$ cat config.mk
export PLATFORM = sky130hd
export DESIGN_NAME = sram_arbiter
export DESIGN_NICKNAME = d
export VERILOG_FILES = /design/src/rtl/sram_arbiter_pkg.sv /design/src/rtl/reset_sync.sv /design/src/rtl/sram_arbiter.sv
export SDC_FILE = /design/constraint.sdc
export NUM_CORES = 1
export LEC_CHECK = 0
export CAP_MARGIN = 10
export CORE_MARGIN = 2
export CORE_UTILIZATION = 44
export CTS_CLUSTER_SIZE = 10
export DETAILED_ROUTE_END_ITERATION = 8
export PLACE_DENSITY_LB_ADDON = 0.2
export SYNTH_ARGS = -nofsm -noshare
export SYNTH_HDL_FRONTEND = slang
export SYNTH_HIERARCHICAL = 1
export SYNTH_SLANG_ARGS = --single-unit
export TNS_END_PERCENT = 20
$ cat constraint.sdc
create_clock -name clk_sdram -period 7.3 [get_ports clk_sdram]
set_input_delay 0.73 -clock clk_sdram [delete_from_list [all_inputs] [get_ports clk_sdram]]
set_output_delay 0.73 -clock clk_sdram [all_outputs]
set_load 0.1 [all_outputs]
$ cat src/rtl/sram_arbiter_pkg.sv
// Shared definitions for the SRAM arbiter: FSM state encoding, bus widths,
// the default ready-transition timeout and the latched request payload.
package sram_arbiter_pkg;

  localparam int unsigned ADDR_W = 24;
  localparam int unsigned DATA_W = 16;
  localparam int unsigned MASK_W = 2;
  localparam int unsigned TMO_W  = 8;

  // Default number of cycles allowed for each ready transition.
  localparam logic [TMO_W-1:0] TIMEOUT_DEFAULT = 8'd255;

  typedef enum logic [2:0] {
    IDLE      = 3'd0,
    ISSUE     = 3'd1,
    WAIT_LOW  = 3'd2,
    WAIT_HIGH = 3'd3,
    GAP       = 3'd4
  } state_e;

  // Request captured at arbitration and presented to the controller.
  typedef struct packed {
    logic [ADDR_W-1:0] addr;
    logic [DATA_W-1:0] din;
    logic [MASK_W-1:0] wtbt;
    logic              we;
  } mem_req_t;

endpackage

$ cat src/rtl/reset_sync.sv
// Two-flop reset synchroniser: asserts asynchronously, releases on clk_i.
//   clk_i     : destination clock
//   arst_n_i  : raw asynchronous active-low reset
//   rst_n_o   : reset with synchronised release
module reset_sync (
  input  logic clk_i,
  input  logic arst_n_i,
  output logic rst_n_o
);

  logic [1:0] sync_q;

  always_ff @(posedge clk_i or negedge arst_n_i) begin
    if (!arst_n_i) begin
      sync_q <= 2'b00;
    end else begin
      sync_q <= {sync_q[0], 1'b1};
    end
  end

  assign rst_n_o = sync_q[1];

endmodule

$ cat src/rtl/sram_arbiter.sv
// Two-port (CPU, video) round-robin arbiter in front of an SDRAM controller
// that uses a rd/we rising-edge + ready low/high handshake.
//   clk_sdram, init_n           : clock, async active-low reset
//   cpu_addr/din/wtbt/rd/we     : CPU level request, held until cpu_ack
//   cpu_dout, cpu_ack           : CPU read data, one-cycle completion pulse
//   vid_addr, vid_rd            : video read request, held until vid_ack
//   vid_dout, vid_ack           : video read data, one-cycle completion pulse
//   mem_addr/din/wtbt/rd/we     : request toward the controller
//   mem_dout, mem_ready         : controller read data and ready
//   err                         : sticky ready-transition timeout flag
module sram_arbiter
  import sram_arbiter_pkg::*;
#(
  parameter logic [TMO_W-1:0] TIMEOUT = TIMEOUT_DEFAULT
) (
  input  logic              clk_sdram,
  input  logic              init_n,
  input  logic [ADDR_W-1:0] cpu_addr,
  input  logic [DATA_W-1:0] cpu_din,
  input  logic [MASK_W-1:0] cpu_wtbt,
  input  logic              cpu_rd,
  input  logic              cpu_we,
  output logic [DATA_W-1:0] cpu_dout,
  output logic              cpu_ack,
  input  logic [ADDR_W-1:0] vid_addr,
  input  logic              vid_rd,
  output logic [DATA_W-1:0] vid_dout,
  output logic              vid_ack,
  output logic [ADDR_W-1:0] mem_addr,
  output logic [DATA_W-1:0] mem_din,
  output logic [MASK_W-1:0] mem_wtbt,
  output logic              mem_rd,
  output logic              mem_we,
  input  logic [DATA_W-1:0] mem_dout,
  input  logic              mem_ready,
  output logic              err
);

  logic rst_n;

  state_e            state_q, state_d;
  mem_req_t          req_q, req_d;
  logic              mem_rd_q, mem_rd_d;
  logic              mem_we_q, mem_we_d;
  logic              owner_vid_q, owner_vid_d;
  logic              prio_vid_q, prio_vid_d;
  logic [DATA_W-1:0] cpu_dout_q, cpu_dout_d;
  logic [DATA_W-1:0] vid_dout_q, vid_dout_d;
  logic              cpu_ack_q, cpu_ack_d;
  logic              vid_ack_q, vid_ack_d;
  logic              err_q, err_d;
  logic [TMO_W-1:0]  tmo_q, tmo_d;

  logic cpu_req_c;
  logic any_req_c;
  logic vid_win_c;
  logic tmo_hit_c;

  // Assertion of init_n is immediate; only its release is synchronised.
  reset_sync u_reset_sync (
    .clk_i    (clk_sdram),
    .arst_n_i (init_n),
    .rst_n_o  (rst_n)
  );

  // Arbitration helpers: video wins ties when it holds the priority token.
  assign cpu_req_c = cpu_rd | cpu_we;
  assign any_req_c = cpu_req_c | vid_rd;
  assign vid_win_c = vid_rd & (~cpu_req_c | prio_vid_q);
  assign tmo_hit_c = (tmo_q == (TIMEOUT - TMO_W'(1)));

  // State register.
  always_ff @(posedge clk_sdram or negedge rst_n) begin
    if (!rst_n) begin
      state_q <= IDLE;
    end else begin
      state_q <= state_d;
    end
  end

  // Next-state logic. IDLE waits on mem_ready with no timeout, which also
  // covers controller startup.
  always_comb begin
    state_d = state_q;
    case (state_q)
      IDLE: begin
        if (mem_ready && any_req_c) begin
          state_d = ISSUE;
        end
      end
      ISSUE: begin
        state_d = WAIT_LOW;
      end
      WAIT_LOW: begin
        if (!mem_ready) begin
          state_d = WAIT_HIGH;
        end else if (tmo_hit_c) begin
          state_d = GAP;
        end
      end
      WAIT_HIGH: begin
        if (mem_ready || tmo_hit_c) begin
          state_d = GAP;
        end
      end
      GAP: begin
        state_d = IDLE;
      end
      default: begin
        state_d = IDLE;
      end
    endcase
  end

  // Output / datapath next values.
  always_comb begin
    req_d       = req_q;
    mem_rd_d    = mem_rd_q;
    mem_we_d    = mem_we_q;
    owner_vid_d = owner_vid_q;
    prio_vid_d  = prio_vid_q;
    cpu_dout_d  = cpu_dout_q;
    vid_dout_d  = vid_dout_q;
    cpu_ack_d   = 1'b0;
    vid_ack_d   = 1'b0;
    err_d       = err_q;
    tmo_d       = tmo_q;

    case (state_q)
      IDLE: begin
        if (mem_ready && any_req_c) begin
          owner_vid_d = vid_win_c;
          // The loser of this grant gets priority next time.
          prio_vid_d  = ~vid_win_c;
          if (vid_win_c) begin
            req_d.addr = vid_addr;
            req_d.wtbt = '0;
            req_d.we   = 1'b0;
            mem_rd_d   = 1'b1;
            mem_we_d   = 1'b0;
          end else begin
            // rd+we together is a write.
            req_d.addr = cpu_addr;
            req_d.din  = cpu_din;
            req_d.wtbt = cpu_wtbt;
            req_d.we   = cpu_we;
            mem_rd_d   = ~cpu_we;
            mem_we_d   = cpu_we;
          end
        end
      end

      ISSUE: begin
        tmo_d = '0;
      end

      WAIT_LOW: begin
        // Strobe held until the controller signals it has taken the access.
        if (!mem_ready) begin
          mem_rd_d = 1'b0;
          mem_we_d = 1'b0;
          tmo_d    = '0;
        end else if (tmo_hit_c) begin
          mem_rd_d  = 1'b0;
          mem_we_d  = 1'b0;
          err_d     = 1'b1;
          cpu_ack_d = ~owner_vid_q;
          vid_ack_d = owner_vid_q;
        end else begin
          tmo_d = tmo_q + TMO_W'(1);
        end
      end

      WAIT_HIGH: begin
        mem_rd_d = 1'b0;
        mem_we_d = 1'b0;
        if (mem_ready) begin
          cpu_ack_d = ~owner_vid_q;
          vid_ack_d = owner_vid_q;
          if (!req_q.we) begin
            if (owner_vid_q) begin
              vid_dout_d = mem_dout;
            end else begin
              cpu_dout_d = mem_dout;
            end
          end
        end else if (tmo_hit_c) begin
          // Timed-out access is acked but leaves *_dout untouched.
          err_d     = 1'b1;
          cpu_ack_d = ~owner_vid_q;
          vid_ack_d = owner_vid_q;
        end else begin
          tmo_d = tmo_q + TMO_W'(1);
        end
      end

      GAP: begin
        mem_rd_d = 1'b0;
        mem_we_d = 1'b0;
      end

      default: begin
        mem_rd_d = 1'b0;
        mem_we_d = 1'b0;
      end
    endcase
  end

  // Datapath and output registers.
  always_ff @(posedge clk_sdram or negedge rst_n) begin
    if (!rst_n) begin
      req_q       <= '0;
      mem_rd_q    <= 1'b0;
      mem_we_q    <= 1'b0;
      owner_vid_q <= 1'b0;
      prio_vid_q  <= 1'b1;
      cpu_dout_q  <= '0;
      vid_dout_q  <= '0;
      cpu_ack_q   <= 1'b0;
      vid_ack_q   <= 1'b0;
      err_q       <= 1'b0;
      tmo_q       <= '0;
    end else begin
      req_q       <= req_d;
      mem_rd_q    <= mem_rd_d;
      mem_we_q    <= mem_we_d;
      owner_vid_q <= owner_vid_d;
      prio_vid_q  <= prio_vid_d;
      cpu_dout_q  <= cpu_dout_d;
      vid_dout_q  <= vid_dout_d;
      cpu_ack_q   <= cpu_ack_d;
      vid_ack_q   <= vid_ack_d;
      err_q       <= err_d;
      tmo_q       <= tmo_d;
    end
  end

  assign mem_addr = req_q.addr;
  assign mem_din  = req_q.din;
  assign mem_wtbt = req_q.wtbt;
  assign mem_rd   = mem_rd_q;
  assign mem_we   = mem_we_q;
  assign cpu_dout = cpu_dout_q;
  assign cpu_ack  = cpu_ack_q;
  assign vid_dout = vid_dout_q;
  assign vid_ack  = vid_ack_q;
  assign err      = err_q;

endmodule

# After elaboration in Yosys (flattened, before gate mapping)
# Index checks and enable logic that the tools add are counted.
# classes
bitwise_logic	10
eq_ne	9
n_mux	31
addsub	1
reduce_logical	13
# ops
cell	n
two-way mux 24 bit	1
two-way mux 8 bit	3
case mux 8 bit (3 select lines)	1
two-way mux 1 bit	15
two-way mux 3 bit	5
case mux 3 bit (4 select lines)	1
AND reduction 3 bit	4
adder 8 x 1 -> 8 bit (second input constant)	1
equality test 8 bit (second input constant)	1
!= test 2 bit (second input constant)	4
AND reduction 4 bit	2
equality test 3 x 2 -> 1 bit (second input constant)	2
NOT 1 bit	6
case mux 1 bit (2 select lines)	3
case mux 1 bit (3 select lines)	2
AND reduction 2 bit	2
equality test 3 x 1 -> 1 bit (second input constant)	1
zero test 3 bit	1
!= test 3 bit (second input constant)	1
OR 1 bit	3
nonzero test 3 bit	1
nonzero test 2 bit	1
bitwise AND 1 bit	1
logical AND 1 bit	1
logical OR 1 bit	1
# word_totals
wordCells	80
reg_bits	95
input_bits	88

# Depth between registers and ports, before layout
# logic_depth
ltp_word	7
ltp_mapped	6
ltp_nobuf	6

# Cells and area by module
# Netlist, hierarchy kept.
# by_module_without_submodules
module	seq_area_each_um2	cells_each	n_inst	area_per_inst_um2
sram_arbiter	2328.5	360	1	4339.2
reset_sync	50.0	3	1	53.8

# Least setup slack after synthesis
# Ideal clock, no wire load.
# synth_path
path_kind	input -> register
from	input port cpu_rd
to	register req_q, in the netlist mem_din[0]
n_path_buf	1
cell_stages	5
setup_slack_ps	5363
t_required_ps	7175
arrival_ps	1812
path_cell_list	or3_1 -> nand3_2 -> nor2b_1 -> buf_2 -> mux2_2
# synth_via
elab_chain_len	6
word_cells_on_any_way	8
classes_between	bitwise: 6; reduce/logical: 2
# synth_lines
item	line_no	text
start, declared	sram_arbiter.sv:21	input logic cpu_rd,
OR 1 bit *	sram_arbiter.sv:67	assign cpu_req_c = cpu_rd | cpu_we;
NOT 1 bit	sram_arbiter.sv:69	assign vid_win_c = vid_rd & (~cpu_req_c | prio_vid_q);
OR 1 bit	sram_arbiter.sv:69	
bitwise AND 1 bit	sram_arbiter.sv:69	
NOT 1 bit (no source line)	n/a	
AND reduction 3 bit (no source line) *	n/a	
end signal, assigned	sram_arbiter.sv:224	req_q <= req_d;
end, declared	sram_arbiter.sv:42	mem_req_t req_q, req_d;
# Every way passes the cells marked *; elsewhere a longest branch is shown, timed or not.
# A chain may end at the register's enable or synchronous reset.

# Final worst setup path
# layout_path
from	input port mem_ready
to	register req_q, in the netlist mem_din[15]
# layout_via
elab_chain_len	2
# layout_lines
item	line_no	text
start, declared	sram_arbiter.sv:35	input logic mem_ready,
logical AND 1 bit	sram_arbiter.sv:131	if (mem_ready && any_req_c) begin
AND reduction 3 bit (no source line)	n/a	
# Every way passes these cells.

==> run summary <==
Counting the fill cells in the layout gives approximately 820. The max-slew violation count was 0. The worst reg2reg path endpoint is mem_din[15]$_DFFE_PN0P_.

On the final layout, the worst clock skew is 0.01163 ns. The area after detailed placement came out at 5834 sq um. The number of antenna violations at the first check in global routing is 0.

The detail route stage leaves a number of antenna-violating nets equal to 0. The most used flip-flop cell after synthesis is dfrtp_1. After clock tree synthesis, the clock-pin slew on the worst setup and hold paths is 0.09 ns.

Among cell families on the critical path, the largest total delay comes from simple AND/OR/NAND/NOR gates. The ratio of routed vias to standard cells came out at about 4.9. The final hold slack came out at between 0.2 and 0.3 ns. The type of element capturing the critical path is a flop. Traced cell by cell, the critical path runs through clkdlybuf4s50_1 -> and2b_1 -> nand3_2 -> nor2b_2 -> mux2_2. Yosys mapped a number of flops with a built-in enable equal to 0.

The category of the worst setup path launch point is an input port. The number of diodes added for antenna fixing is 0. Data on the critical path arrives at its endpoint at about 3.7 ns. The count of cells along the worst register-to-register path came out at 4. Clock tree synthesis selected as its root buffer the cell clkbuf_8. Setup repair after global routing left no endpoint under its margin. The overall routed net length is ~9500 um.

Across the run, the number of max-cap violations was 0. The async set or reset register ratio after synthesis came out at 1.000. Across every metal layer, demand over resource in global routing totals 0.1763. Among all stages on the critical path, the largest delay is contributed by nor2b_2.

The count of H-tree levels built during CTS is 3. The run finished with clean final reports. The longest clock path from root to sink contains 2 buffers.

The via count of the first global-routing pass is between 3000 and 4000. Yosys printed 6 warnings. The clock sink count came out at 95. The post-synthesis net count came out at about 450. In this run the worst setup path begins at mem_ready. The largest stage delay on the critical path came out at a little over 1 ns.

The area of the die came out at about 11000 sq um. The post-CTS repair timing setup buffer count is 0. The count of final setup violators came out at 0.

The ratio of cells with drive above 1 in the final layout is 0.1513. The average instance in the mapped netlist occupies around 12 sq um. In this run, the number of DRC markers left after iteration 0 of detailed routing was slightly above 70. The die outline width came out at between 100 and 150 um. After synthesis the cells add up to between 4000 and 5000 sq um.

Entering global routing, the biggest net connects 62 pins. The worst slew margin relative to its limit is 0.2567. After detailed routing, the average wire length per cell comes to ~15 um. The final layout contains 574 nets. Across all layers, the routed design uses between 3000 and 4000 vias. The accumulated negative setup slack is 0 ns.

The distinct cell type count after synthesis came out at between 40 and 50. In this run the worst path has a maximum fanout of between 50 and 60. For the pin with the worst max-slew slack, the measured transition is ~1.1 ns. dfrtp_1 is the most common cell in the netlist. Buffers inserted during clock tree synthesis total 9.

The wire length of the first global-routing pass came out at approximately 15000 um. After global routing the overflow that remains totals 0. The combined area of the multi-input logic cells is approximately 1600 sq um.

Of the synthesized area, sequential elements account for 0.5414. The fmax is just under 0.3 GHz. The final routed DRC violation total came out at 0. The half-perimeter wire length after detailed placement came out at around 6900 um.

TritonCTS built the clock tree. The minimum clock period is 3.452 ns. Of the available clock period, the critical path in the final layout requires 0.4729. The startpoint of the worst-slack reg-to-reg timing path is state_q[0]$_DFFE_PN0P_. The commonest cells after synthesis are 94 x dfrtp_1, 48 x mux2_2, 42 x buf_4. The total buffers and inverters traversed by the critical path came out at 1. The portion of synthesized cell area occupied by the leading cell type is 0.5355.

Clock latency on the worst-skew pair, taken at its later pin, is between 0.3 and 0.4 ns. The post-synthesis to final-layout area growth came out at 38.34%. The final core utilization is 0.6246.

The area of the core is a little under 10000 sq um. The initial standard-cell utilization of the core is 0.4515. The number of placement rows came out at 36. The hold-fix buffer count after cts is 0. The congestion estimate from routability-driven global placement came to a little under 0.9. The count of endpoints failing hold in the final timing report came to 0. In this run, post-CTS repair resized a total of 0 instances. The flip-flop and latch count after synthesis is 95. The required time at the worst-slack endpoint came out at around 7.5 ns.

Summing all flip-flop and latch instances after layout gives roughly 2400 sq um. The number of buffers inserted by port buffering is 166. The setup slack of the most critical reg-to-reg path came out at roughly 4.2 ns. In the synthesized netlist, the number of instances is 363. The min-delay analysis places its worst path in the category flop to async pin.

The die outline height came out at between 100 and 150 um. The area of all placed cells without fillers is a little over 6000 sq um. The critical setup path kind is input port to flop. In this run the count of I/O pins placed on the die edge is 167. After synthesis, the cell types taking the most area are dfrtp_1 54%, mux2_2 12%, buf_4 7.2%, mux2i_1 5.5%, o21ai_0 3.8%. The number of iterations in the first detailed-routing pass is 4. The biggest area consumer among synthesized cells is dfrtp_1.
metrics by stage:
stage               worst slack [ns]  instances
floorplan                      4.460        363
global placement               3.482        606
detailed placement             3.418        606
CTS                            3.799        622
global route                   3.528        622
finish                         3.848        622
cell usage in the layout, fill, tap and decap left out, types with 2 or more instances in the layout:
cell type | Yosys | final
a21o_1 | 4 | 4
a21oi_1 | 7 | 7
a22o_1 | 7 | 7
a31oi_1 | 3 | 3
a41oi_1 | 2 | 2
bufinv_16 | 0 | 3
clkbuf_8 | 0 | 9
clkdlybuf4s50_1 | 0 | 166
dfrtp_1 | 94 | 93
ha_1 | 2 | 2
inv_1 | 6 | 6
inv_6 | 0 | 2
mux2_2 | 48 | 48
mux2i_1 | 24 | 24
nand2_1 | 31 | 31
nand2b_1 | 3 | 3
nand3_1 | 3 | 3
nand4_1 | 2 | 2
nor2_1 | 6 | 6
nor3_1 | 4 | 4
nor4_4 | 2 | 2
o211ai_1 | 2 | 2
o21ai_0 | 33 | 33
o32ai_1 | 2 | 2
routing by layer:
layer  wire length (um)  global-route usage  vias up  part of all wire
met5                  0                   0        -                 0
met4                116             0.05792        0             0.012
met3                572             0.04198       12             0.061
met2               4651              0.3008      116              0.49
li1                   -                   -     1475                 -
met1               4110              0.2212     1461              0.43
cells by family after synthesis:
| group | after synthesis | share of synthesized area |
|---|---|---|
| compound gates | 69 | 0.09998 |
| fa+ha+maj | 3 | 0.007974 |
| buf+inv | 63 | 0.09797 |
| flops | 95 | 0.5414 |
| mux | 73 | 0.1803 |
| other cells | 1 | 0.0008536 |
| simple gates | 59 | 0.07149 |
registers in the layout, summed over array words and instances, names as in the netlist, 2 cells and up:
register and cells:
mem_din 16, state_q 3, cpu_dout 16, u_reset_sync/sync_q 2
tmo_q 8, mem_wtbt 2, mem_addr 24, vid_dout 16
cell type report:
class                      instances  area share
sequential                        95      0.3920
timing repair buffer             167      0.2747
multi-input combinational        205      0.2623
tap                              133     0.02738
clock buffer                      10     0.02100
clock inverter                     6     0.01894
inverter                           6    0.003706
worst max path at each step:
stage	slack, ns	endpoint	cells past startpoint
after floorplan	4.46	cpu_ack$_DFF_PN0_	0
after global placement	3.48	mem_din[14]$_DFFE_PN0P_	5
after detailed placement	3.42	mem_din[14]$_DFFE_PN0P_	5
after CTS	3.80	mem_din[14]$_DFFE_PN0P_	5
after global routing	3.53	mem_din[11]$_DFFE_PN0P_	5
final	3.85	mem_din[15]$_DFFE_PN0P_	5
Power is not shown: default switching activity piles up to over one toggle a cycle in this logic, so the estimate is an artifact.
